$ cat src/rtl/spi_regfile_pkg.sv
// -----------------------------------------------------------------------------
// spi_regfile_pkg
// Shared definitions for the SPI register-file peripheral:
//   - state_e        : frame FSM states
//   - frame_w()      : total frame length (R/W bit + address + data)
//   - sample_on_rise(): which SCLK edge samples COPI for a given CPOL/CPHA
// -----------------------------------------------------------------------------
package spi_regfile_pkg;

  typedef enum logic [2:0] {
    IDLE  = 3'd0,
    ADDR  = 3'd1,
    WDATA = 3'd2,
    RDATA = 3'd3,
    END   = 3'd4
  } state_e;

  // Frame is one R/W bit, then the address field, then the data field.
  function automatic int frame_w(input int addr_w, input int data_w);
    return 1 + addr_w + data_w;
  endfunction

  // Rising edge samples when CPOL and CPHA agree (modes 0 and 3),
  // falling edge samples otherwise (modes 1 and 2).
  function automatic bit sample_on_rise(input bit cpol, input bit cpha);
    return cpol == cpha;
  endfunction

endpackage

$ cat src/rtl/spi_regfile_rw_if.sv
// -----------------------------------------------------------------------------
// spi_regfile_rw_if
// SPI pin bundle between a bus master and the register-file peripheral.
//   sclk, ncs, copi : driven by the master, asynchronous to the peripheral clk
//   cipo            : read data from the peripheral, MSB first
//   cipo_oe         : high while the peripheral drives read data
// Modports: master (drives the clock/select/data-out pins), slave (peripheral).
// -----------------------------------------------------------------------------
interface spi_regfile_rw_if;
  logic sclk;
  logic ncs;
  logic copi;
  logic cipo;
  logic cipo_oe;

  modport master (
    output sclk,
    output ncs,
    output copi,
    input  cipo,
    input  cipo_oe
  );

  modport slave (
    input  sclk,
    input  ncs,
    input  copi,
    output cipo,
    output cipo_oe
  );
endinterface

$ cat src/rtl/spi_regfile_rw_edge_sync.sv
// -----------------------------------------------------------------------------
// spi_edge_sync
// Brings the asynchronous SPI pins into the clk domain and produces one-cycle
// edge pulses for sclk and ncs.
//   clk, rst              : system clock, synchronous active-high reset
//   sclk, ncs, copi       : raw SPI pins
//   sclk_rise / sclk_fall : one-cycle pulses on synchronised SCLK edges
//   ncs_rise  / ncs_fall  : one-cycle pulses on synchronised nCS edges
//   copi_s                : COPI from the stage aligned with the sclk edge detect
// Pulses appear SYNC_STAGES clk after the pin edge and are acted on one clk
// later by the consumer.
// -----------------------------------------------------------------------------
module spi_edge_sync #(
  parameter int SYNC_STAGES = 2,
  parameter bit CPOL        = 1'b0
) (
  input  logic clk,
  input  logic rst,
  input  logic sclk,
  input  logic ncs,
  input  logic copi,
  output logic sclk_rise,
  output logic sclk_fall,
  output logic ncs_rise,
  output logic ncs_fall,
  output logic copi_s
);

  localparam int LAST = SYNC_STAGES - 1;

  logic [LAST:0]        sclk_q;
  logic [LAST:0]        ncs_q;
  logic [LAST:0]        copi_q;
  logic                 sclk_prev_q;
  logic                 ncs_prev_q;
  logic [SYNC_STAGES:0] live_q;
  logic                 live;

  always_ff @(posedge clk) begin
    if (rst) begin
      sclk_q      <= {SYNC_STAGES{CPOL}};
      ncs_q       <= '1;
      copi_q      <= '0;
      sclk_prev_q <= CPOL;
      ncs_prev_q  <= 1'b1;
      live_q      <= '0;
    end else begin
      sclk_q      <= {sclk_q[LAST-1:0], sclk};
      ncs_q       <= {ncs_q[LAST-1:0], ncs};
      copi_q      <= {copi_q[LAST-1:0], copi};
      sclk_prev_q <= sclk_q[LAST];
      ncs_prev_q  <= ncs_q[LAST];
      live_q      <= {live_q[SYNC_STAGES-1:0], 1'b1};
    end
  end

  // After reset the chains hold their reset values rather than the real pin
  // levels. Until the real levels have propagated through the chain and the
  // previous-value flop, any difference is an artefact of reset (e.g. nCS
  // still low mid-frame) and must not be reported as an edge.
  assign live = live_q[SYNC_STAGES];

  assign sclk_rise = live &  sclk_q[LAST] & ~sclk_prev_q;
  assign sclk_fall = live & ~sclk_q[LAST] &  sclk_prev_q;
  assign ncs_rise  = live &  ncs_q[LAST]  & ~ncs_prev_q;
  assign ncs_fall  = live & ~ncs_q[LAST]  &  ncs_prev_q;
  assign copi_s    = copi_q[LAST];

endmodule

$ cat src/rtl/spi_regfile_rw.sv
// -----------------------------------------------------------------------------
// spi_regfile_rw
// SPI slave exposing NUM_REGS registers of DATA_W bits as a flat parallel bus.
// Frame (MSB first): R/W bit (1 = write), ADDR_W address bits, DATA_W data bits.
// Writes are committed atomically when nCS rises after a complete frame; reads
// shift the addressed register out on cipo during the data phase.
//   clk, rst  : system clock, synchronous active-high reset
//   spi       : SPI pins (slave modport)
//   regs      : register r at [r*DATA_W +: DATA_W]
//   wr_strobe : one-cycle pulse when a write commits
//   wr_addr   : address of the last committed write
//   err       : one-cycle pulse when a frame is discarded
// -----------------------------------------------------------------------------
module spi_regfile_rw
  import spi_regfile_pkg::*;
#(
  parameter int NUM_REGS    = 8,
  parameter int DATA_W      = 8,
  parameter int ADDR_W      = 7,
  parameter bit CPOL        = 1'b0,
  parameter bit CPHA        = 1'b0,
  parameter int SYNC_STAGES = 2
) (
  input  logic                       clk,
  input  logic                       rst,
  spi_regfile_rw_if.slave            spi,
  output logic [NUM_REGS*DATA_W-1:0] regs,
  output logic                       wr_strobe,
  output logic [ADDR_W-1:0]          wr_addr,
  output logic                       err
);

  localparam int               FRAME_W     = frame_w(ADDR_W, DATA_W);
  localparam int               CNT_W       = $clog2(FRAME_W + 1);
  localparam bit               SAMPLE_RISE = sample_on_rise(CPOL, CPHA);
  localparam logic [ADDR_W:0]  NUM_REGS_X  = (ADDR_W + 1)'(NUM_REGS);

  localparam logic [2:0] S_IDLE  = IDLE;
  localparam logic [2:0] S_ADDR  = ADDR;
  localparam logic [2:0] S_WDATA = WDATA;
  localparam logic [2:0] S_RDATA = RDATA;
  localparam logic [2:0] S_END   = END;

  // ---------------------------------------------------------------------------
  // Pin synchronisation and edge detection
  // ---------------------------------------------------------------------------
  logic sclk_rise, sclk_fall, ncs_rise, ncs_fall, copi_s;

  spi_edge_sync #(
    .SYNC_STAGES(SYNC_STAGES),
    .CPOL       (CPOL)
  ) u_sync (
    .clk      (clk),
    .rst      (rst),
    .sclk     (spi.sclk),
    .ncs      (spi.ncs),
    .copi     (spi.copi),
    .sclk_rise(sclk_rise),
    .sclk_fall(sclk_fall),
    .ncs_rise (ncs_rise),
    .ncs_fall (ncs_fall),
    .copi_s   (copi_s)
  );

  logic sample_edge, shift_edge;
  assign sample_edge = SAMPLE_RISE ? sclk_rise : sclk_fall;
  assign shift_edge  = SAMPLE_RISE ? sclk_fall : sclk_rise;

  // ---------------------------------------------------------------------------
  // State
  // ---------------------------------------------------------------------------
  logic [2:0]         state_q;
  logic [CNT_W-1:0]   cnt_q;
  logic [FRAME_W-1:0] rx_q;
  logic [DATA_W-1:0]  tx_q;
  logic               cipo_q;
  logic               cipo_oe_q;
  logic               overrun_q;
  logic               wr_strobe_q;
  logic [ADDR_W-1:0]  wr_addr_q;
  logic               err_q;
  logic [DATA_W-1:0]  regs_q [NUM_REGS];

  // ---------------------------------------------------------------------------
  // Frame decode
  // ---------------------------------------------------------------------------
  // rx_shift is the receive register as it will be after the current sample;
  // on the last header sample it already holds R/W and the full address,
  // which is what the read path needs to load tx in the same cycle.
  logic [FRAME_W-1:0] rx_shift;
  logic               hdr_rw;
  logic [ADDR_W-1:0]  hdr_addr;
  logic               frm_rw;
  logic [ADDR_W-1:0]  frm_addr;
  logic [DATA_W-1:0]  frm_data;
  logic               frm_addr_ok;
  logic [DATA_W-1:0]  rd_word;
  logic               commit;
  logic               frame_err;

  assign rx_shift    = {rx_q[FRAME_W-2:0], copi_s};
  assign hdr_rw      = rx_shift[ADDR_W];
  assign hdr_addr    = rx_shift[ADDR_W-1:0];
  assign frm_rw      = rx_q[FRAME_W-1];
  assign frm_addr    = rx_q[FRAME_W-2 -: ADDR_W];
  assign frm_data    = rx_q[DATA_W-1:0];
  assign frm_addr_ok = {1'b0, frm_addr} < NUM_REGS_X;

  // Out-of-range addresses match no register and read back as zero.
  always_comb begin
    rd_word = '0;
    for (int r = 0; r < NUM_REGS; r++) begin
      if (hdr_addr == ADDR_W'(r)) begin
        rd_word = regs_q[r];
      end
    end
  end

  // nCS fall outranks nCS rise; both are evaluated on the synchronised pulses.
  assign commit = ncs_rise && !ncs_fall && (state_q == S_END) &&
                  frm_rw && !overrun_q && frm_addr_ok;

  always_comb begin
    frame_err = 1'b0;
    if (ncs_rise && !ncs_fall) begin
      case (state_q)
        S_ADDR, S_WDATA, S_RDATA: frame_err = 1'b1;
        S_END:                    frame_err = overrun_q || (frm_rw && !frm_addr_ok);
        default:                  frame_err = 1'b0;
      endcase
    end
  end

  // ---------------------------------------------------------------------------
  // Frame FSM, shift registers and status pulses
  // ---------------------------------------------------------------------------
  always_ff @(posedge clk) begin
    if (rst) begin
      state_q     <= S_IDLE;
      cnt_q       <= '0;
      rx_q        <= '0;
      tx_q        <= '0;
      cipo_q      <= 1'b0;
      cipo_oe_q   <= 1'b0;
      overrun_q   <= 1'b0;
      wr_strobe_q <= 1'b0;
      wr_addr_q   <= '0;
      err_q       <= 1'b0;
    end else begin
      wr_strobe_q <= commit;
      err_q       <= frame_err;
      if (commit) begin
        wr_addr_q <= frm_addr;
      end

      if (ncs_fall) begin
        state_q   <= S_ADDR;
        cnt_q     <= '0;
        rx_q      <= '0;
        tx_q      <= '0;
        cipo_q    <= 1'b0;
        cipo_oe_q <= 1'b0;
        overrun_q <= 1'b0;
      end else if (ncs_rise) begin
        state_q   <= S_IDLE;
        cipo_q    <= 1'b0;
        cipo_oe_q <= 1'b0;
      end else if (sample_edge) begin
        case (state_q)
          S_ADDR: begin
            rx_q  <= rx_shift;
            cnt_q <= cnt_q + CNT_W'(1);
            if (cnt_q == CNT_W'(ADDR_W)) begin
              if (hdr_rw) begin
                state_q <= S_WDATA;
              end else begin
                state_q   <= S_RDATA;
                tx_q      <= rd_word;
                cipo_oe_q <= 1'b1;
              end
            end
          end
          S_WDATA, S_RDATA: begin
            rx_q  <= rx_shift;
            cnt_q <= cnt_q + CNT_W'(1);
            if (cnt_q == CNT_W'(FRAME_W - 1)) begin
              state_q <= S_END;
            end
          end
          S_END: begin
            // Extra clocks after a full frame poison it until nCS rises.
            overrun_q <= 1'b1;
          end
          default: begin
          end
        endcase
      end else if (shift_edge && (state_q == S_RDATA)) begin
        cipo_q <= tx_q[DATA_W-1];
        tx_q   <= {tx_q[DATA_W-2:0], 1'b0};
      end
    end
  end

  // ---------------------------------------------------------------------------
  // Register file: updated only by a committed write
  // ---------------------------------------------------------------------------
  always_ff @(posedge clk) begin
    if (rst) begin
      for (int r = 0; r < NUM_REGS; r++) begin
        regs_q[r] <= '0;
      end
    end else if (commit) begin
      for (int r = 0; r < NUM_REGS; r++) begin
        if (frm_addr == ADDR_W'(r)) begin
          regs_q[r] <= frm_data;
        end
      end
    end
  end

  for (genvar gi = 0; gi < NUM_REGS; gi++) begin : g_regs_out
    assign regs[gi*DATA_W +: DATA_W] = regs_q[gi];
  end

  assign spi.cipo    = cipo_q;
  assign spi.cipo_oe = cipo_oe_q;
  assign wr_strobe   = wr_strobe_q;
  assign wr_addr     = wr_addr_q;
  assign err         = err_q;

endmodule

$ cat src/flat_wrapper.sv
// flat-port wrapper written by rule: the top's interface ports become plain ports
module spi_regfile_rw_flat import spi_regfile_pkg::*;
#(
  parameter int NUM_REGS    = 8,
  parameter int DATA_W      = 8,
  parameter int ADDR_W      = 7,
  parameter bit CPOL        = 1'b0,
  parameter bit CPHA        = 1'b0,
  parameter int SYNC_STAGES = 2
)
  (clk, rst, regs, wr_strobe, wr_addr, err, spi_sclk, spi_ncs, spi_copi, spi_cipo, spi_cipo_oe);
  spi_regfile_rw_if spi_i ();
  input  logic clk;
  input  logic rst;
  output logic [NUM_REGS*DATA_W-1:0] regs;
  output logic wr_strobe;
  output logic [ADDR_W-1:0] wr_addr;
  output logic err;
  input wire logic [$bits(spi_i.sclk)-1:0] spi_sclk;
  input wire logic [$bits(spi_i.ncs)-1:0] spi_ncs;
  input wire logic [$bits(spi_i.copi)-1:0] spi_copi;
  output wire logic [$bits(spi_i.cipo)-1:0] spi_cipo;
  output wire logic [$bits(spi_i.cipo_oe)-1:0] spi_cipo_oe;
  assign spi_i.sclk = spi_sclk;
  assign spi_i.ncs = spi_ncs;
  assign spi_i.copi = spi_copi;
  assign spi_cipo = spi_i.cipo;
  assign spi_cipo_oe = spi_i.cipo_oe;
  spi_regfile_rw #(.NUM_REGS(NUM_REGS), .DATA_W(DATA_W), .ADDR_W(ADDR_W), .CPOL(CPOL), .CPHA(CPHA), .SYNC_STAGES(SYNC_STAGES)) u_core (.clk(clk), .rst(rst), .spi(spi_i), .regs(regs), .wr_strobe(wr_strobe), .wr_addr(wr_addr), .err(err));
endmodule
$ cat config.mk
export PLATFORM = sky130hd
export DESIGN_NAME = spi_regfile_rw_flat
export DESIGN_NICKNAME = d
export VERILOG_FILES = /design/src/rtl/spi_regfile_pkg.sv /design/src/rtl/spi_regfile_rw_if.sv /design/src/rtl/spi_regfile_rw_edge_sync.sv /design/src/rtl/spi_regfile_rw.sv /design/src/flat_wrapper.sv
export SDC_FILE = /design/constraint.sdc
export NUM_CORES = 1
export LEC_CHECK = 0
export CELL_PAD_IN_SITES_DETAIL_PLACEMENT = 1
export CELL_PAD_IN_SITES_GLOBAL_PLACEMENT = 2
export CORE_UTILIZATION = 37
export DETAILED_ROUTE_END_ITERATION = 12
export PLACE_DENSITY = 0.88
export SLEW_MARGIN = 20
export SYNTH_ARGS = -nofsm -noshare
export SYNTH_HDL_FRONTEND = slang
export SYNTH_HIERARCHICAL = 1
export SYNTH_SLANG_ARGS = --single-unit
$ cat constraint.sdc
create_clock -name clk -period 4.15 [get_ports clk]
set_input_delay 0.6225 -clock clk [delete_from_list [all_inputs] [get_ports clk]]
set_output_delay 0.6225 -clock clk [all_outputs]
set_load 0.005 [all_outputs]
==> key figures, run 1 <==
Placed design
  • Routability cong.: 0.7942
  • Placed Area: 0.005984 mm^2
  • Post-DP HPWL: 9839 um
  • IO buf count: 79

Worst setup path
  • R2R Path Start: u_core/u_sync/live_q[2]
  • Arr. time, crit path: 2900 ps
  • CP Max Fanout: 25
  • Crit. Startpoint: u_core/u_sync/live_q[2]
  • Startpoint Class: flip-flop
  • Req. time, crit path: 4480 ps
  • Reg2reg setup slack: 1580 ps
  • CP endpoint kind: flip-flop
  • Critical path type: flip-flop to flip-flop

Timing
  • Relative slew margins: 34.02%
  • RSZ-0062 raised after global routing: false
  • Setup TNS: 0 ps
  • Least-Margin Pin Slew: 983.0 ps
  • Final worst path period need: 2572 ps
  • Hold Slack: 417.7 ps
  • Max-slew violations: 0
  • Max Fclk: 388.8 MHz
  • Fin Clk Skew: 8.421 ps
  • Endpoints failing setup: 0
  • Fin crit share: 61.97%
  • Final hold violations: 0

Clocking
  • CTS tree: done
  • PostCTS Resize Cnt: 0
  • CTS buffer count: 17
  • Reg clk slew, reported paths: 60 ps
  • # Post-CTS Setup Buffers: 0
  • Clk_lat worst skew: 420 ps
  • Clock tree buffer depth: 2
  • Root Driver: clkbuf_16
  • Clock sink count: 119
  • Post-CTS Hold Fix Bufs: 0
  • Htree depth: 4

Yosys
  • Post-synthesis xor/xnor area fraction: 0.5195%
  • Syn_area_per_cell: 10.88 um^2
  • Largest family of logic cells by synthesized area: simple AND/OR/NAND/NOR gates
  • Post-synth EDFFs: 64
  • Post-synthesis mux area share: 5.591%
  • Seq/Total Area, Yosys: 59.77%
  • Gate Count Post-Synth: 465
  • Synth cell types: 57
  • Synthesis Warnings: 6
  • Post-synthesis simple-gate area fraction: 20.06%
  • Compound-Gate Fraction of Synth Area: 9.723%
  • FFs w/ async S/R, synth: 0%
  • Top FF cell, synth: edfxtp_1
  • Adder-cell share of the synthesized area: 0.4948%
  • Flop and latch count out of synthesis: 119
  • Syn Nets: 472
  • Syn Std Cell Area: 0.005057 mm^2

Route
  • Initial DRT Pass Iterations: 4
  • Final ANT Viol Nets: 0
  • DRC: 0
  • Avg WL per Cell: 18.92 um
  • Routed WL: 13850 um
  • Average vias per placed instance: 5.187
  • Initial DRC count: 156
  • Via count: 3797

Layout
  • N_diodes: 0
  • Area Growth Syn to Fin: 31.27%
  • Most common cell after layout, fill and taps aside: clkdlybuf4s50_1
  • Layout cells sized above 1: 12.95%
  • Final Cell Area: 0.006639 mm^2
  • Final Net Count: 550
  • Commonest non-fill, non-tap cells in the layout: clkdlybuf4s50_1 (79), edfxtp_1 (64), nor2_1 (58), dfxtp_1 (55), nand2_1 (49)

Power
  • P_leak: 2.274 nW
  • Pwr dens: 451.9 mW/mm^2
  • Maximum vdd drop: 283.2 uV

Job
  • Max-cap violation count: 0

Floorplanning
  • Ports: 80
  • Core area: 0.01330 mm^2
  • Die area: 0.01414 mm^2
  • Rows: 42
  • Initial core utilization: 38.04%
  • Die width: 118.9 um
  • Die Y: 118.9 um

Global route
  • Tot GR Track Use: 21.21%
  • Vias in the first global route: 4027
  • Antenna violations before repair: 0
  • First-pass GRT wire length: 22650 um
  • Total grt overflow: 0
  • Largest net degree at the start of global routing: 35

Min path
  • Hold Crit Class: flip-flop to flip-flop
  • Hold Crit Start: u_core/u_sync/ncs_q[0]

Run status
  • Run status: complete, no violations
## synth_stat cells (3+ instances only)
cell type / instances / area (um^2)
o32ai_1: 6 / 52.55
a31oi_1: 3 / 18.77
mux2_2: 8 / 90.09
nor3_1: 5 / 25.02
nand2_1: 49 / 183.9
inv_1: 22 / 82.58
dfxtp_1: 55 / 1101
and2_1: 4 / 25.02
o22ai_1: 14 / 87.58
or2_1: 3 / 18.77
and3b_1: 4 / 35.03
o21ai_0: 3 / 15.01
nor2b_1: 10 / 62.56
buf_2: 8 / 40.04
o31ai_1: 6 / 45.04
nand2b_1: 16 / 100.1
mux2i_1: 17 / 170.2
nor2_1: 58 / 217.7
nor2_2: 16 / 100.1
clkbuf_1: 11 / 41.29
edfxtp_1: 64 / 1922
a21oi_1: 38 / 190.2
## final timing paths
| check | to | cells past startpoint |
|---|---|---|
| worst max-delay path | u_core/tx_q[5] | 5 |
| worst min-delay path | u_core/u_sync/ncs_q[1] | 1 |
| worst max register to register | u_core/tx_q[5] | 5 |
| worst min register to register | u_core/u_sync/ncs_q[1] | 1 |
## routing by layer
layer  up-vias  routed length [um]  track usage (%)
li1       1792                   -                -
met1      1877                5934            25.49
met2       100                6984            35.86
met3        28                 658            5.220
met4         0                 274            9.494
met5         -                   0                0
## per-stage QoR
step | setup slack (ps) | std cells | util, % | total power [mW]
after CTS | 1613 | 732 | 49.93 | 3.029
after global routing | 1351 | 732 | 49.93 | 3.084
final | 1578 | 732 | 49.93 | 3.000
after floorplan | 2024 | 465 | - | 1.351
after detailed placement | 1330 | 700 | 45.01 | 1.420
after global placement | 1519 | 700 | 45.01 | 1.416
## cells by family (layout without fill, tap and decap cells)
family | Yosys count | after routing
AND/OR/NAND/NOR | 190 | 190
XOR/XNOR | 3 | 3
adder cells (fa/ha/maj) | 2 | 2
flip-flops | 119 | 119
buffers and inverters | 45 | 136
AO/OA/AOI/OAI | 80 | 80
multiplexers | 26 | 26
## worst max-delay path, cell delays in order (launching register included)
cell and delay [ps]:
dfxtp_1 350, and3b_1 810, nor4b_1 170, a311oi_1 850, nand2_1 170, o31ai_1 110
## final cells by class
cell class                 instances  area, um^2
clock buffer                      17       425.4
multi-input combinational        301        1846
fill                            1409        6656
clock inverter                    15       229.0
sequential                       119        3023
inverter                          22       82.58
timing repair buffer              82       813.3
tap                              176       220.2
## sequential cells by signal (all words and copies together) (netlist names)
register and flops:
u_core/u_sync/ncs_q 2, u_core/tx_q 8, u_core/u_sync/live_q 3, u_core/u_sync/sclk_q 2, u_core/cnt_q 5, u_core/err 1
u_core/u_sync/copi_q 2, u_core/regs_q 64, u_core/rx_q 16, u_core/overrun_q 1, u_core/spi.cipo 1, u_core/wr_strobe 1
u_core/u_sync/ncs_prev_q 1, u_core/wr_addr 7, u_core/u_sync/sclk_prev_q 1, u_core/state_q 3, u_core/spi.cipo_oe 1
## where the power goes
group          switching [mW]  total [mW]  internal (mW)  leakage (nW)
Combinational          0.0534       0.112         0.0584         0.851
Sequential             0.0191        1.28           1.27          1.11
Clock                   0.537        1.60           1.07         0.317
Power figures use the tool's default switching activity.
==> inputs of run 2 (changes only) <==
- CORE_UTILIZATION: 37 -> 35
- PLACE_DENSITY: 0.88 -> 0.84
- clock period: 4.15 -> 2.6 ns (I/O delays scaled with it)
==> key figures, run 2 (synthesis results as in run 1) <==
Layout
  • Final Net Count: 562 (was 550)
  • Regs by FF count: u_core/regs_q: 64 flops, u_core/rx_q: 16 flops, u_core/tx_q: 8 flops (unchanged)
  • Layout cells sized above 1: 14.61% (was 12.95%)
  • Commonest non-fill, non-tap cells in the layout: clkdlybuf4s50_1 (79), edfxtp_1 (64), nor2_1 (58), dfxtp_1 (55), nand2_1 (49) (unchanged)
  • Util after Layout: 48.01% (was 49.93%)
  • Max reg flops: 64 (unchanged)
  • Biggest register: u_core/regs_q (unchanged)
  • Sequential Area: 0.003023 mm^2 (unchanged)
  • Final Cell Area: 0.006716 mm^2 (was 0.006639 mm^2)
  • Most common cell after layout, fill and taps aside: clkdlybuf4s50_1 (unchanged)
  • # fillers: 1516 (was 1409)
  • Area Growth Syn to Fin: 32.81% (was 31.27%)
  • N_diodes: 0 (unchanged)
  • Multi-input logic area: 0.001846 mm^2 (unchanged)

Global route
  • Vias in the first global route: 4113 (was 4027)
  • First-pass GRT wire length: 22690 um (was 22650 um)
  • Tot GR Track Use: 20.80% (was 21.21%)
  • Antenna violations before repair: 0 (unchanged)
  • Total grt overflow: 0 (unchanged)
  • Largest net degree at the start of global routing: 25 (was 35)

Clocking
  • CTS buffer count: 17 (unchanged)
  • Reg clk slew, reported paths: 50 ps (was 60 ps)
  • Clock sink count: 119 (unchanged)
  • Clock tree buffer depth: 2 (unchanged)
  • Post-CTS Hold Fix Bufs: 0 (unchanged)
  • # Post-CTS Setup Buffers: 0 (unchanged)
  • Root Driver: clkbuf_16 (unchanged)
  • CTS tree: done (unchanged)
  • PostCTS Resize Cnt: 0 (unchanged)
  • Htree depth: 4 (unchanged)
  • Clk_lat worst skew: 430 ps (was 420 ps)

Timing
  • Max Fclk: 421.3 MHz (was 388.8 MHz)
  • Fin Clk Skew: 12.16 ps (was 8.421 ps)
  • Endpoints failing setup: 0 (unchanged)
  • Fin crit share: 91.30% (was 61.97%)
  • Final hold violations: 0 (unchanged)
  • Final worst path period need: 2374 ps (was 2572 ps)
  • Hold Slack: 423.1 ps (was 417.7 ps)
  • RSZ-0062 raised after global routing: false (unchanged)
  • Setup TNS: 0 ps (unchanged)
  • Least-Margin Pin Slew: 652.5 ps (was 983.0 ps)
  • Max-slew violations: 0 (unchanged)
  • Relative slew margins: 56.50% (was 34.02%)

Route
  • Final ANT Viol Nets: 0 (unchanged)
  • Avg WL per Cell: 19.46 um (was 18.92 um)
  • Average vias per placed instance: 5.146 (was 5.187)
  • Routed WL: 14560 um (was 13850 um)
  • DRC: 0 (unchanged)
  • Via count: 3849 (was 3797)
  • Initial DRT Pass Iterations: 4 (unchanged)
  • Initial DRC count: 166 (was 156)

Worst setup path
  • Critical path type: flip-flop to flip-flop (unchanged)
  • CP endpoint kind: flip-flop (unchanged)
  • Req. time, crit path: 2680 ps (was 4480 ps)
  • Arr. time, crit path: 2460 ps (was 2900 ps)
  • CP Max Fanout: 9 (was 25)
  • Startpoint Class: flip-flop (unchanged)
  • Max incr delay on CP: 370 ps (was 850 ps)
  • Slowest-stage cell, CP: nand2b_1 (was a311oi_1)
  • Cells along the critical path: and3b_1 -> and4b_1 -> nand4_4 -> nor3_4 -> nand3_2 -> nand2b_1 (was and3b_1 -> nor4b_1 -> a311oi_1 -> nand2_1 -> o31ai_1)

Power
  • Maximum vdd drop: 428.0 uV (was 283.2 uV)
  • P_leak: 2.312 nW (was 2.274 nW)
  • Total Power: 4.698 mW (was 3.000 mW)
  • Pwr dens: 699.5 mW/mm^2 (was 451.9 mW/mm^2)

Floorplanning
  • Ports: 80 (unchanged)
  • Die Y: 122.2 um (was 118.9 um)
  • Core area: 0.01399 mm^2 (was 0.01330 mm^2)
  • Rows: 43 (was 42)
  • Die area: 0.01493 mm^2 (was 0.01414 mm^2)
  • Die width: 122.2 um (was 118.9 um)
  • Initial core utilization: 36.15% (was 38.04%)

Placed design
  • Post-DP HPWL: 10460 um (was 9839 um)
  • Placed Area: 0.006072 mm^2 (was 0.005984 mm^2)
  • IO buf count: 79 (unchanged)
  • Routability cong.: 0.8059 (was 0.7942)

Job
  • Max-cap violation count: 0 (unchanged)

Run status
  • Run status: complete, no violations (unchanged)

Min path
  • Hold Crit Class: flip-flop to flip-flop (unchanged)
## run 2: routing by layer
metal	up-vias	part of all wire (%)	global-route usage, %
met4	0	1.6	9.146
li1	1812	-	-
met5	-	0	0
met2	94	51	34.76
met3	19	5.3	5.478
met1	1924	42	25.04
## run 2: area by class of cell
class / count / share of cell area [%]
well taps: 180 / 3.353
clock inverters: 15 / 2.962
inverters: 22 / 1.230
clock buffers: 17 / 6.334
flip-flops and latches: 119 / 45.01
repair buffers: 94 / 13.64
multi-input cells: 301 / 27.48
## run 2: per-stage QoR
| stage | setup slack, ps | cells |
|---|---|---|
| 2_1_floorplan | 474.2 | 465 |
| 3_3_place_gp | 264.0 | 715 |
| 3_5_place_dp | 144.0 | 715 |
| 4_1_cts | 108.3 | 747 |
| 5_1_grt | 13.28 | 748 |
| 6_report | 226.2 | 748 |
## run 2: worst max-delay path, delay by kind of cell, from the launching register on
kind	cells	cell delay [ps]
DFF	1	360
and+or+nand+nor	6	1670
## run 2: worst paths after layout
| check | from | end | slack [ps] | cells past startpoint |
|---|---|---|---|---|
| worst min register to register | u_core/u_sync/ncs_q[0] | u_core/u_sync/ncs_q[1] | 420 | 1 |
| worst min-delay path | u_core/u_sync/ncs_q[0] | u_core/u_sync/ncs_q[1] | 420 | 1 |
| worst max-delay path | u_core/u_sync/live_q[2] | u_core/regs_q[0][16] | 230 | 6 |
| worst max register to register | u_core/u_sync/live_q[2] | u_core/regs_q[0][16] | 230 | 6 |
## run 2: where the power goes
part / leakage, nW / internal [mW] / total [mW] / switching, mW
registers: 1.11 / 2.02 / 2.05 / 0.0308
logic: 0.912 / 0.0972 / 0.185 / 0.0875
clock network: 0.294 / 1.60 / 2.46 / 0.859
total: 2.31 / 3.72 / 4.70 / 0.978
==> inputs of run 3 (changes only) <==
- ABC_CLOCK_PERIOD_IN_PS: default -> 2600
- CORE_ASPECT_RATIO: default -> 0.9
==> key figures, run 3 (synthesis results as in run 1) <==
Worst setup path
  • Largest delay share family, worst path: simple AND/OR/NAND/NOR gates (unchanged)
  • Max incr delay on CP: 510 ps (was 370 ps)
  • Arr. time, crit path: 2500 ps (was 2460 ps)
  • Startpoint Class: flip-flop (unchanged)
  • Worst Path Buf+Inv: 0 (unchanged)
  • Req. time, crit path: 2670 ps (was 2680 ps)
  • Slowest-stage cell, CP: nor3b_4 (was nand2b_1)
  • CP Max Fanout: 8 (was 9)
  • CP endpoint kind: flip-flop (unchanged)
  • Critical path type: flip-flop to flip-flop (unchanged)
  • Cells along the critical path: and3b_1 -> and4b_1 -> nand4_4 -> nor3b_4 -> nand2_4 -> nand2b_1 (was and3b_1 -> and4b_1 -> nand4_4 -> nor3_4 -> nand3_2 -> nand2b_1)

Timing
  • Fin crit share: 93.47% (was 91.30%)
  • Final hold violations: 0 (unchanged)
  • Final worst path period need: 2430 ps (was 2374 ps)
  • Fin Clk Skew: 6.057 ps (was 12.16 ps)
  • Max-slew violations: 0 (unchanged)
  • Hold Slack: 415.6 ps (was 423.1 ps)
  • RSZ-0062 raised after global routing: false (unchanged)
  • Max Fclk: 411.5 MHz (was 421.3 MHz)
  • Least-Margin Pin Slew: 631.2 ps (was 652.5 ps)
  • Setup TNS: 0 ps (unchanged)
  • Endpoints failing setup: 0 (unchanged)
  • Relative slew margins: 57.92% (was 56.50%)

Layout
  • Layout cells sized above 1: 14.26% (was 14.61%)
  • Regs by FF count: u_core/regs_q: 64 flops, u_core/rx_q: 16 flops, u_core/tx_q: 8 flops (unchanged)
  • Max reg flops: 64 (unchanged)
  • Multi-input logic area: 0.001846 mm^2 (unchanged)
  • Final cell count without fillers: 761 (was 748)
  • Final Net Count: 563 (was 562)
  • Commonest non-fill, non-tap cells in the layout: clkdlybuf4s50_1 (79), edfxtp_1 (64), nor2_1 (58), dfxtp_1 (55), nand2_1 (49) (unchanged)
  • Sequential Area: 0.003023 mm^2 (unchanged)
  • Biggest register: u_core/regs_q (unchanged)
  • # fillers: 1540 (was 1516)
  • N_diodes: 0 (unchanged)
  • Most common cell after layout, fill and taps aside: clkdlybuf4s50_1 (unchanged)
  • Util after Layout: 47.31% (was 48.01%)
  • Area Growth Syn to Fin: 31.49% (was 32.81%)

Route
  • Average vias per placed instance: 5.133 (was 5.146)
  • Initial DRT Pass Iterations: 4 (unchanged)
  • Initial DRC count: 223 (was 166)
  • Final ANT Viol Nets: 0 (unchanged)
  • DRC: 0 (unchanged)
  • Routed WL: 14590 um (was 14560 um)
  • Avg WL per Cell: 19.17 um (was 19.46 um)
  • Via count: 3906 (was 3849)

Floorplanning
  • Ports: 80 (unchanged)
  • Die width: 128.7 um (was 122.2 um)
  • Core area: 0.01406 mm^2 (was 0.01399 mm^2)
  • Die Y: 116.0 um (was 122.2 um)
  • Rows: 41 (was 43)
  • Initial core utilization: 35.98% (was 36.15%)
  • Die area: 0.01493 mm^2 (about the same)

Clocking
  • Clock sink count: 119 (unchanged)
  • # Post-CTS Setup Buffers: 0 (unchanged)
  • Clock tree buffer depth: 2 (unchanged)
  • CTS tree: done (unchanged)
  • CTS buffer count: 17 (unchanged)
  • Clk_lat worst skew: 410 ps (was 430 ps)
  • Htree depth: 4 (unchanged)
  • Reg clk slew, reported paths: 50 ps (about the same)
  • Root Driver: clkbuf_16 (unchanged)

Global route
  • Antenna violations before repair: 0 (unchanged)
  • First-pass GRT wire length: 22290 um (was 22690 um)
  • Tot GR Track Use: 20.61% (was 20.80%)
  • Vias in the first global route: 4021 (was 4113)
  • Total grt overflow: 0 (unchanged)
  • Largest net degree at the start of global routing: 27 (was 25)

Job
  • Max-cap violation count: 0 (unchanged)

Power
  • P_leak: 2.281 nW (was 2.312 nW)
  • Pwr dens: 665.1 mW/mm^2 (was 699.5 mW/mm^2)
  • Maximum vdd drop: 447.9 uV (was 428.0 uV)

Min path
  • Hold Crit Class: flip-flop to flip-flop (unchanged)

Placed design
  • Placed Cells: 730 (was 715)
  • Routability cong.: 0.7905 (was 0.8059)
  • Post-DP HPWL: 10570 um (was 10460 um)
  • IO buf count: 79 (unchanged)

Run status
  • Run status: complete, no violations (unchanged)
-- run 3: layout make-up --
type | instances | share of cell area [%]
clock inverters | 10 | 1.599
inverters | 22 | 1.242
well taps | 193 | 3.631
multi-input cells | 301 | 27.75
flip-flops and latches | 119 | 45.46
repair buffers | 95 | 13.70
clock buffers | 21 | 6.623
-- run 3: path summary, 6_finish.rpt --
kind                                              start                     end  slack [ps]  depth (start not counted)
worst max-delay path            u_core/u_sync/live_q[2]    u_core/regs_q[1][10]         170                          6
worst min-delay path             u_core/u_sync/ncs_q[0]  u_core/u_sync/ncs_q[1]         420                          1
worst max register to register  u_core/u_sync/live_q[2]    u_core/regs_q[1][10]         170                          6
worst min register to register   u_core/u_sync/ncs_q[0]  u_core/u_sync/ncs_q[1]         420                          1
-- run 3: metal layers --
layer	GRT usage, %	up-vias	part of all wire, %
met5	0	-	0
li1	-	1819	-
met3	5.217	17	5.9
met1	25.88	1960	44
met4	9.255	0	1.5
met2	33.66	110	48
-- run 3: stage by stage --
step / total power, mW / setup slack [ps] / cell area [um^2]
floorplan: 2.156 / 474.2 / 5057
global placement: 2.268 / 205.9 / 6103
detailed placement: 2.273 / 133.1 / 6103
CTS: 4.453 / 61.56 / 6650
global route: 4.557 / 14.57 / 6650
finish: 4.423 / 169.7 / 6650
-- run 3: what timing repair did --
item                                    4_1_cts  5_1_grt
hold endpoints to repair                      0        0
hold buffers                                  0        0
gates resized for setup                       0        2
endpoints found under the setup margin        0       16
-- run 3: report_power, final --
| part | internal (mW) | total (mW) | switching [mW] |
|---|---|---|---|
| Sequential | 2.02 | 2.05 | 0.0310 |
| Combinational | 0.0968 | 0.183 | 0.0865 |
| Clock | 1.39 | 2.19 | 0.798 |
| Total | 3.51 | 4.42 | 0.916 |
-- run 3: worst register-to-register path: stages (launching register included) --
cell      delay [ps]
dfxtp_1          340
and3b_1          320
and4b_1          290
nand4_4          210
nor3b_4          510
nand2_4           80
nand2b_1         320
